File: config.mk
export PLATFORM = sky130hd
export DESIGN_NAME = fetch_ctrl
export DESIGN_NICKNAME = d
export VERILOG_FILES = /design/src/rtl/fetch_ctrl.sv
export SDC_FILE = /design/constraint.sdc
export NUM_CORES = 1
export LEC_CHECK = 0
export CORE_ASPECT_RATIO = 1.5
export CORE_MARGIN = 1.5
export CORE_UTILIZATION = 43
export DETAILED_ROUTE_END_ITERATION = 16
export PLACE_DENSITY = 0.7
export SETUP_SLACK_MARGIN = 0.15
export SLEW_MARGIN = 5
export SYNTH_ARGS = -nofsm -noshare
export SYNTH_HDL_FRONTEND = slang
export SYNTH_SLANG_ARGS = --single-unit
File: constraint.sdc
create_clock -name clk -period 3.11 [get_ports clk]
set_clock_uncertainty 0.2 [all_clocks]
set_input_delay 0.933 -clock clk [delete_from_list [all_inputs] [get_ports clk]]
set_output_delay 0.933 -clock clk [all_outputs]
set_load 0.005 [all_outputs]
File: src/rtl/fetch_ctrl.sv
// Instruction fetch controller: walks the PC through a combinational instruction
// memory, buffers {pc, instr} pairs in a small prefetch FIFO and serves them to decode.
module fetch_ctrl #(
    parameter logic [31:0] RESET_PC = 32'h0000_0000,
    parameter int          DEPTH    = 2
) (
    input  logic        clk,
    input  logic        reset_n,
    input  logic        fetch_en,
    output logic [31:0] imem_addr,
    input  logic [31:0] imem_instr,
    output logic        if_valid,
    input  logic        if_ready,
    output logic [31:0] if_pc,
    output logic [31:0] if_instr,
    input  logic        redirect_valid,
    input  logic [31:0] redirect_pc,
    output logic        halted,
    output logic [15:0] fetch_count
);

    localparam logic [31:0]   EBREAK = 32'h0010_0073;
    localparam int            PW     = (DEPTH > 2) ? 2 : 1;
    localparam int            CW     = (DEPTH > 3) ? 3 : 2;
    localparam logic [CW-1:0] FULL   = CW'(DEPTH);
    localparam logic [PW-1:0] LAST   = PW'(DEPTH - 1);

    typedef enum logic [1:0] {
        ST_IDLE,
        ST_RUN,
        ST_HALTED
    } state_t;

    state_t        state;
    logic [31:0]   pc_q;
    logic [31:0]   pc_buf    [DEPTH];
    logic [31:0]   instr_buf [DEPTH];
    logic [PW-1:0] rd_ptr;
    logic [PW-1:0] wr_ptr;
    logic [CW-1:0] count;
    logic          push;
    logic          pop;
    logic          flush;

    function automatic logic [PW-1:0] ptr_inc(input logic [PW-1:0] p);
        return (p == LAST) ? '0 : p + PW'(1);
    endfunction

    assign imem_addr = pc_q;
    assign if_pc     = pc_buf[rd_ptr];
    assign if_instr  = instr_buf[rd_ptr];
    assign if_valid  = (count != '0) & ~redirect_valid;

    // A full FIFO still accepts a word when the head leaves in the same cycle.
    always_comb begin
        pop   = if_valid & if_ready;
        flush = redirect_valid & (state != ST_IDLE);
        push  = (state == ST_RUN) & ~redirect_valid & ((count != FULL) | pop);
    end

    always_ff @(posedge clk or negedge reset_n) begin
        if (!reset_n) begin
            state       <= ST_IDLE;
            pc_q        <= RESET_PC;
            rd_ptr      <= '0;
            wr_ptr      <= '0;
            count       <= '0;
            halted      <= 1'b0;
            fetch_count <= '0;
            for (int i = 0; i < DEPTH; i++) begin
                pc_buf[i]    <= '0;
                instr_buf[i] <= '0;
            end
        end else if (flush) begin
            // Redirect discards everything buffered, including a same-cycle pop.
            rd_ptr <= '0;
            wr_ptr <= '0;
            count  <= '0;
            pc_q   <= {redirect_pc[31:2], 2'b00};
            halted <= 1'b0;
            state  <= (state == ST_HALTED || fetch_en) ? ST_RUN : ST_IDLE;
        end else begin
            if (push) begin
                pc_buf[wr_ptr]    <= pc_q;
                instr_buf[wr_ptr] <= imem_instr;
                wr_ptr            <= ptr_inc(wr_ptr);
                pc_q              <= pc_q + 32'd4;
                fetch_count       <= fetch_count + 16'd1;
            end
            if (pop) begin
                rd_ptr <= ptr_inc(rd_ptr);
            end
            case ({push, pop})
                2'b10:   count <= count + CW'(1);
                2'b01:   count <= count - CW'(1);
                default: count <= count;
            endcase
            case (state)
                ST_IDLE: begin
                    if (fetch_en) begin
                        state <= ST_RUN;
                    end
                end
                ST_RUN: begin
                    if (push && imem_instr == EBREAK) begin
                        state  <= ST_HALTED;
                        halted <= 1'b1;
                    end else if (!fetch_en) begin
                        state <= ST_IDLE;
                    end
                end
                ST_HALTED: begin
                    state <= ST_HALTED;
                end
                default: begin
                    state <= ST_IDLE;
                end
            endcase
        end
    end

endmodule

Yosys cells after proc, flatten, opt, wreduce, memory -nomap -nowiden. Cells that the tools add are included.

Output and inout port bits: 114. Bits in registers: 183. Input bits: 69. Logic and storage cells: 81.

$add $sub $neg: 6. Reductions and logical operators: 14. Muxes and demuxes: 29. Equality and inequality tests: 8. Bitwise operators: 10. Order comparisons: 3.

Operators by type and width (count): 32-bit 2-to-1 mux (9); 64-bit bitwise mux (2); 32-bit by 3-bit adder with 32-bit output (second input constant) (1); 32-bit demux with 1-bit select (1); 32-bit by 21-bit == test with 1-bit output (second input constant) (1); 16-bit by 1-bit adder with 16-bit output (second input constant) (1); 2-bit nonzero test (6); 1-bit 2-to-1 mux (10); 2-bit 2-to-1 mux (5); 2-bit case mux with 3 select lines (1); 2-bit AND reduction (3); 1-bit bitwise AND (5); 2-bit by 1-bit == test with 1-bit output (second input constant) (2); 2-bit == test (second input constant) (2); 2-bit >= comparator (second input constant) (2); 4-bit by 3-bit inequality test with 1-bit output (second input constant) (1); 1-bit inverter with 2-bit output (2); 2-bit case mux with 2 select lines (1); 3-bit inequality test (second input constant) (1); 3-bit nonzero test (1); 1-bit adder (second input constant) (2); 2-bit by 1-bit adder with 2-bit output (second input constant) (1); 1-bit logical AND (2); 2-bit zero test (1); 6 further kinds (7).

Longest topological paths before layout. Gate-level depths: netlist of run 1.

Depth after elaboration: 9. Depth in mapped cells: 7. Gate-level depth less buffers: 6.

Least setup slack after synthesis of run 1. Ideal clock, no wire load.

Path type: input-to-reg. Start: input redirect_valid. End: register pc_q[31], in the netlist imem_addr[31]. Data required time: 2.828 ns. Stages: 6. Arrival: 2.480 ns. Slack: 0.349 ns. Library setup time: 0.082 ns. Path buffers: 1. Path through: buf_4 nor3b_4 nand2_1 or3_4 or4b_1 a31oi_1.

Cells in the longest elaborated chain, start to end: 6. Elaborated cells on any way between the ends: 9. Those cells by class: mux (1); bitwise (7); reduce/logical (1).

RTL lines: start: declaration (line 16) `input logic redirect_valid,`; 1-bit inverter (line 52, 58); 1-bit bitwise AND (line 52) `assign if_valid = (count != '0) & ~redirect_valid;`; 1-bit bitwise AND (line 56) `pop = if_valid & if_ready;`; 1-bit OR (line 58) `push = (state == ST_RUN) & ~redirect_valid & ((count != FULL) | pop);`; 1-bit bitwise AND (line 58); 2-bit nonzero test (no line); end signal: assignment (line 79) `pc_q <= {redirect_pc[31:2], 2'b00};`; end signal: assignment (line 87) `pc_q <= pc_q + 32'd4;`; end: declaration (line 35) `logic [31:0] pc_q;`.

Parallel ways exist; a longest one is shown, timed or not. A chain may end at the register's enable or synchronous reset.

Worst setup path in the final report of run 1.
Start: register rd_ptr. End: output if_pc[12].

Cells in the longest elaborated chain, start to end: 4.

RTL lines: start: declaration (line 38) `logic [PW-1:0] rd_ptr;`; start signal: assignment (line 91) `rd_ptr <= ptr_inc(rd_ptr);`; 1-bit inverter with 2-bit output (implied by the code) (line 50) `assign if_pc = pc_buf[rd_ptr];`; 32-bit 2-to-1 mux (implied by the code) (3 in a row) (line 50); end: declaration (line 14) `output logic [31:0] if_pc,`.

Every way passes these cells. The select of a mux whose other input is x is not followed.

==> flow_summary.ini, run 1 <==
[run_status]
outcome = completed

[die]
chipHeight_um = 172
die_area_um2 = 20000
core_area_um2 = 18600
fp.dieW_um = 116
rows = 61
initial_core_util_pct = 44.2
io_pins = 183

[timing]
final.setup.tns_ns = 0
post-route-min-period_ns = 2.96
setup_viol = 0
finalMaxSlewViolations = 0
hold_violations = 0
timing.hold.ws_ns = 0.239
fmax_ghz = 0.338
rsz0062_at_grt = yes
fin_crit_sh_pct = 95.1

[layout]
syn2layout_area_growth_pct = 34.6
drive_gt1_share_pct = 29.7
diodes = 0
nFillCells = 1595
design_area_um2 = 11100
stdcell_count = 1106
final_nets = 912

[critical_path]
r2r_cells = 5
max_stage_delay_ns = 0.47
timing.rr.start = imem_addr[9]
crit_arrival_ns = 1.83
slowest_stage = clkdlybuf4s50_1
critPathMaxFanout = 17
worstReg2RegEnd = imem_addr[31]
worstPathRequired_ns = 1.98
critPathKind = flop to primary output
crit_chain = buf_12, mux2_2, clkdlybuf4s50_1
reg2reg_slack_ns = 0.62
critPathLaunchType = flop
end_kind = primary output

[detailed_routing]
drt_wl_total_mm = 20.6
vias = 5769
viasPerCell = 5.22
wl_per_cell_um = 18.6
first_pass_iters = 4
drt_iter0_drc = 277
ant_nets = 0
drc_errors = 0

[hold_path]
hold_path_class = input pin to async pin

[logic_synthesis]
yosysWarningCount = 0
netlist_area_um2 = 8230
yosysSeqAreaShare_pct = 53.8
synth-edff-count = 0
yosys_most_used_dff = dfrtp_1
ys_ff_latch = 177
synthCells = 654
avgSynthCellArea_um2 = 12.6
async_flop_share_pct = 100
synth_cell_types = 45

[grt]
grt_use_total_pct = 21.6
grt_pass1_vias = 6242
grt-ovfl-total = 0
antenna_found_initial = 0
grt_max_degree = 65
grt_pass1_wl_mm = 32.9

[power]
power_density_nw_per_um2 = 752
sw_frac_of_total_pct = 27.9
cellLeakagePower_uw = 0.00465
total_power_uw = 8330
pwr-share-clk_pct = 24.5
p_seq_share_pct = 43.1
power_switching_uw = 2330
peakVddDrop_mv = 0.305
combPwrFrac_pct = 32.4
internal_power_uw = 6000

[place]
hpwl_mm = 14.5
port_buffers = 176
dpl.cell_count = 1069
gp_congestion = 0.823
postPlaceCellArea_um2 = 10400

[clock_network]
tritoncts = built
cts_sinks = 177
root_buffer = clkbuf_16
clock_latency_ns = 0.43
h-tree-depth = 4
cts_max_path_buffers = 2
ctsHoldBuffers = 0
clk_pin_slew_ns = 0.07
cts_made_buffers = 17

[run]
drv_cap = 0
-- timing repair --
item / 4_1_cts / 5_1_grt
setup buffers: 2 / 0
resized for setup: 55 / 4
setup endpoints to repair: 63 / 21
cloned: 2 / 1
-- cells in the mapped netlist (2+ instances only) --
| cell | count | area share (%) |
|---|---|---|
| dfrtp_1 | 177 | 54 |
| ha_1 | 2 | 0.30 |
| nor4_1 | 9 | 0.68 |
| a21oi_1 | 4 | 0.24 |
| nor2_1 | 18 | 0.82 |
| nor2b_1 | 5 | 0.38 |
| and4_1 | 4 | 0.43 |
| nor4b_1 | 2 | 0.21 |
| xor2_1 | 13 | 1.4 |
| buf_2 | 8 | 0.49 |
| mux2_2 | 184 | 25 |
| nor4bb_1 | 3 | 0.36 |
| nand2b_1 | 3 | 0.23 |
| o211ai_1 | 2 | 0.18 |
| and3_1 | 4 | 0.30 |
| clkbuf_1 | 18 | 0.82 |
| buf_4 | 11 | 1.0 |
| nor3_1 | 11 | 0.67 |
| o21ai_1 | 2 | 0.12 |
| xnor2_1 | 30 | 3.2 |
| a31oi_1 | 2 | 0.15 |
| nand2_1 | 51 | 2.3 |
| nand4_1 | 15 | 1.1 |
| inv_1 | 3 | 0.14 |
| and2_1 | 6 | 0.46 |
| nand3_1 | 18 | 1.1 |
| o21ai_0 | 28 | 1.7 |
| o22ai_1 | 2 | 0.15 |
| buf_1 | 3 | 0.14 |
-- flip-flops by register name, indices dropped and copies added, names as in the netlist --
signal and flops:
count 2, fetch_count 16, halted 1, imem_addr 30, instr_buf 64, pc_buf 60
rd_ptr 1, state 2, wr_ptr 1
-- stage by stage --
stage	util (%)	setup WS [ns]
final	59.5	0.151
after floorplan	-	0.349
after CTS	59.3	0.0728
after detailed placement	56.1	-0.0984
after global routing	59.5	0.0916
after global placement	56.1	-0.0991
-- critical path, delay by kind of cell, from the launching register on --
| family | cells | cell delay [ns] |
|---|---|---|
| buf+inv | 2 | 0.64 |
| flops | 1 | 0.40 |
| mux | 1 | 0.35 |
-- power by group through the flow --
stage | Combinational (uW) | Sequential [uW] | Clock, uW
global route | 2950 | 3690 | 2190
detailed placement | 2840 | 3620 | 0
floorplan | 1450 | 3460 | 0
global placement | 2780 | 3540 | 0
finish | 2700 | 3590 | 2040
CTS | 2730 | 3590 | 2090
-- cell families after synthesis --
group | share of synthesized area, %
AOI/OAI and AO/OA | 2.95
xor gates and xnor gates | 4.58
adders and majority gates | 0.304
buffers and inverters | 2.72
DFF | 53.8
muxes | 25.2
other | 0.0456
and+or+nand+nor | 10.4
-- cell usage in the layout (no fill, tap or decap), types with 3 or more instances in the layout --
master / synthesis / routed
xnor2_1: 30 / 30
inv_1: 3 / 3
nand2b_1: 3 / 3
nor4_1: 9 / 9
conb_1: 1 / 4
clkbuf_1: 18 / 3
o21ai_0: 28 / 28
nor2_1: 18 / 18
nor3_1: 11 / 11
nand4_1: 15 / 15
xor2_1: 13 / 13
and3_1: 4 / 4
clkbuf_16: 0 / 18
a21oi_1: 4 / 4
buf_12: 0 / 11
mux2_2: 184 / 180
and2_1: 6 / 6
nand3_1: 18 / 18
and4_1: 4 / 4
dlygate4sd2_1: 0 / 46
clkinv_4: 0 / 3
nor2b_1: 5 / 4
clkdlybuf4s50_1: 0 / 127
mux2_4: 0 / 4
nor4bb_1: 3 / 3
clkinvlp_4: 0 / 3
nand2_1: 51 / 50
dfrtp_1: 177 / 176
buf_4: 11 / 15
-- layout make-up --
cell class,instances,area (um^2),area share (%)
multi-input cells,436,3620,32.7
flip-flops and latches,177,4430,40.0
inverters,3,11.3,0.102
clock buffers,22,464,4.19
well taps,252,315,2.85
clock inverters,10,101,0.915
repair buffers,206,2130,19.2
-- worst max path at each step --
stage,from,slack [ns],to
after floorplan,redirect_valid,0.35,imem_addr[31]
after global placement,redirect_valid,-0.1,if_valid
after detailed placement,redirect_valid,-0.1,imem_addr[31]
after CTS,rd_ptr,0.07,if_pc[16]
after global routing,rd_ptr,0.09,if_pc[12]
final,rd_ptr,0.15,if_pc[12]
-- layer usage --
metal / routed length, um / part of all wire [%] / track usage, % / vias up
met4: 329 / 1.6 / 7.37 / 0
li1: - / - / - / 2682
met1: 8250 / 40 / 25.2 / 2898
met5: 0 / 0 / 0 / -
met2: 10800 / 53 / 38.3 / 166
met3: 1160 / 5.6 / 5.33 / 23
Power figures use the tool's default switching activity.
==> run 2: changes to the inputs <==
--- a/config.mk
+++ b/config.mk
@@ -9,7 +9,8 @@
 export CORE_MARGIN = 1.5
 export CORE_UTILIZATION = 43
 export DETAILED_ROUTE_END_ITERATION = 16
-export PLACE_DENSITY = 0.7
+export GPL_TIMING_DRIVEN = 1
+export PLACE_DENSITY = 0.71
 export SETUP_SLACK_MARGIN = 0.15
 export SLEW_MARGIN = 5
 export SYNTH_ARGS = -nofsm -noshare
==> run 2 against run 1 <==
Effect of this change:
- final cell count is 0.63% higher
- combinational power hardly changed
- clock power is 5% higher
- sequential cell count stayed put
- sequential share of layout area is 0.17 points lower
- worst setup slack better by 0.029 ns
- register-to-register slack better by 0.03 ns
==> flow_summary.ini, run 2 (same netlist as run 1, synthesis figures left out) <==
[critical_path]
r2r_cells = 5
critPathLaunchType = flop
critPathTopFamily = buffers and inverters
end_kind = primary output
reg2reg_slack_ns = 0.65
endpoint = if_pc[5]
critPathMaxFanout = 16
worstReg2RegEnd = imem_addr[31]
critPathKind = flop to primary output
max_stage_delay_ns = 0.45
timing.rr.start = imem_addr[11]
crit_arrival_ns = 1.80
crit_buf_inv = 2
worstPathRequired_ns = 1.98
slowest_stage = clkdlybuf4s50_1
crit_chain = buf_12, mux2_2, clkdlybuf4s50_1
crit_start = rd_ptr
cp_num_cells = 3

[grt]
grt_use_total_pct = 21.6
antenna_found_initial = 1
grt_pass1_vias = 6334
grt_pass1_wl_mm = 33.0
grt_max_degree = 58
grt-ovfl-total = 0

[detailed_routing]
vias = 5870
viasPerCell = 5.27
ant_nets = 0
drc_errors = 0
drt_iter0_drc = 264
first_pass_iters = 4
wl_per_cell_um = 18.8
drt_wl_total_mm = 20.9

[clock_network]
clock_latency_ns = 0.42
cts_made_buffers = 17
h-tree-depth = 4
clk_pin_slew_ns = 0.06
ctsHoldBuffers = 0
tritoncts = built
root_buffer = clkbuf_16
cts_sinks = 177
cts_max_path_buffers = 2

[place]
dpl.cell_count = 1074
hpwl_mm = 14.9
port_buffers = 176
gp_congestion = 0.824

[timing]
worst_slew_pin_slew_ns = 0.560
rsz0062_at_grt = yes
hold_violations = 0
fin_crit_sh_pct = 94.2
finalMaxSlewViolations = 0
post-route-min-period_ns = 2.93
setup_viol = 0
slew_headroom_pct = 62.7
timing.hold.ws_ns = 0.267
final.setup.tns_ns = 0
fmax_ghz = 0.341

[die]
fp.dieW_um = 116
io_pins = 183
rows = 61
initial_core_util_pct = 44.2
die_area_um2 = 20000
core_area_um2 = 18600
chipHeight_um = 172

[layout]
multi_input_area_um2 = 3610
regMostFlops = instr_buf
syn2layout_area_growth_pct = 35.2
nFillCells = 1554
final_nets = 922
largest_reg_flops = 64
diodes = 0
mostFrequentLayoutCell = mux2_2
mostFrequentLayoutCells = 184 x mux2_2, 176 x dfrtp_1, 127 x clkdlybuf4s50_1
drive_gt1_share_pct = 31.4
post-route-util_pct = 59.7
seq_area_um2 = 4430
stdcell_count = 1113

[run_status]
outcome = completed

[power]
total_power_uw = 8460
cellLeakagePower_uw = 0.00471
internal_power_uw = 6150
peakVddDrop_mv = 0.339
pwr-share-clk_pct = 25.4
sw_frac_of_total_pct = 27.4
power_density_nw_per_um2 = 761
combPwrFrac_pct = 32.2
p_seq_share_pct = 42.3
power_switching_uw = 2320

[hold_path]
hold_path_class = input pin to async pin

[run]
drv_cap = 0
==> run 2: cell count changes in the layout (fill, tap and decap cells not counted), sizes merged <==
cell           previous run  this run
clkbuf                   23        24
dlygate4sd2              46        38
clkdlybuf4s15             1         3
buf                      30        41
dlymetal6s2s              1         2
clkinvlp                  3         1
bufinv                    1         3
==> run 2: worst min path at each step <==
stage                    startpoint         endpoint  slack, ns
floorplan                pc_buf[15]       pc_buf[15]       0.24
global placement         pc_buf[30]       pc_buf[30]       0.26
detailed placement  fetch_count[15]  fetch_count[15]       0.27
CTS                         reset_n    instr_buf[36]       0.29
global route                reset_n     instr_buf[3]       0.30
finish                      reset_n    instr_buf[36]       0.27
==> run 2: per-stage QoR <==
| stage | cell area, um^2 | setup WS [ns] |
|---|---|---|
| floorplan | 8240 | 0.349 |
| global placement | 10500 | -0.123 |
| detailed placement | 10500 | -0.124 |
| CTS | 11100 | 0.0549 |
| global route | 11100 | 0.102 |
| finish | 11100 | 0.180 |
==> run 2: area by class of cell <==
type / count / area share, %
inverter: 3 / 0.101
clock buffer: 19 / 4.07
timing repair buffer: 216 / 19.5
multi-input combinational: 436 / 32.5
sequential: 177 / 39.8
clock inverter: 10 / 1.21
tap: 252 / 2.83
==> run 2: power groups by stage <==
stage                     Sequential, uW  Combinational [uW]  Clock [uW]
after detailed placement            3620                2860           0
after global routing                3680                2960        2290
after global placement              3540                2790           0
final                               3580                2730        2150
after floorplan                     3460                1450           0
after CTS                           3580                2770        2200
==> run 2: metal layers <==
layer	GRT usage, %	part of all wire (%)	vias up
met1	24.3	39	2972
met3	5.99	5.3	34
met5	0	0.062	-
met4	7.10	1.9	2
met2	38.9	53	157
li1	-	-	2705
==> run 2: what timing repair did <==
action                     4_1_cts  5_1_grt
pin swaps                        1        0
gates resized for setup         54       18
buffers inserted                 6        2
cloned                           2        0
setup endpoints to repair       63       32
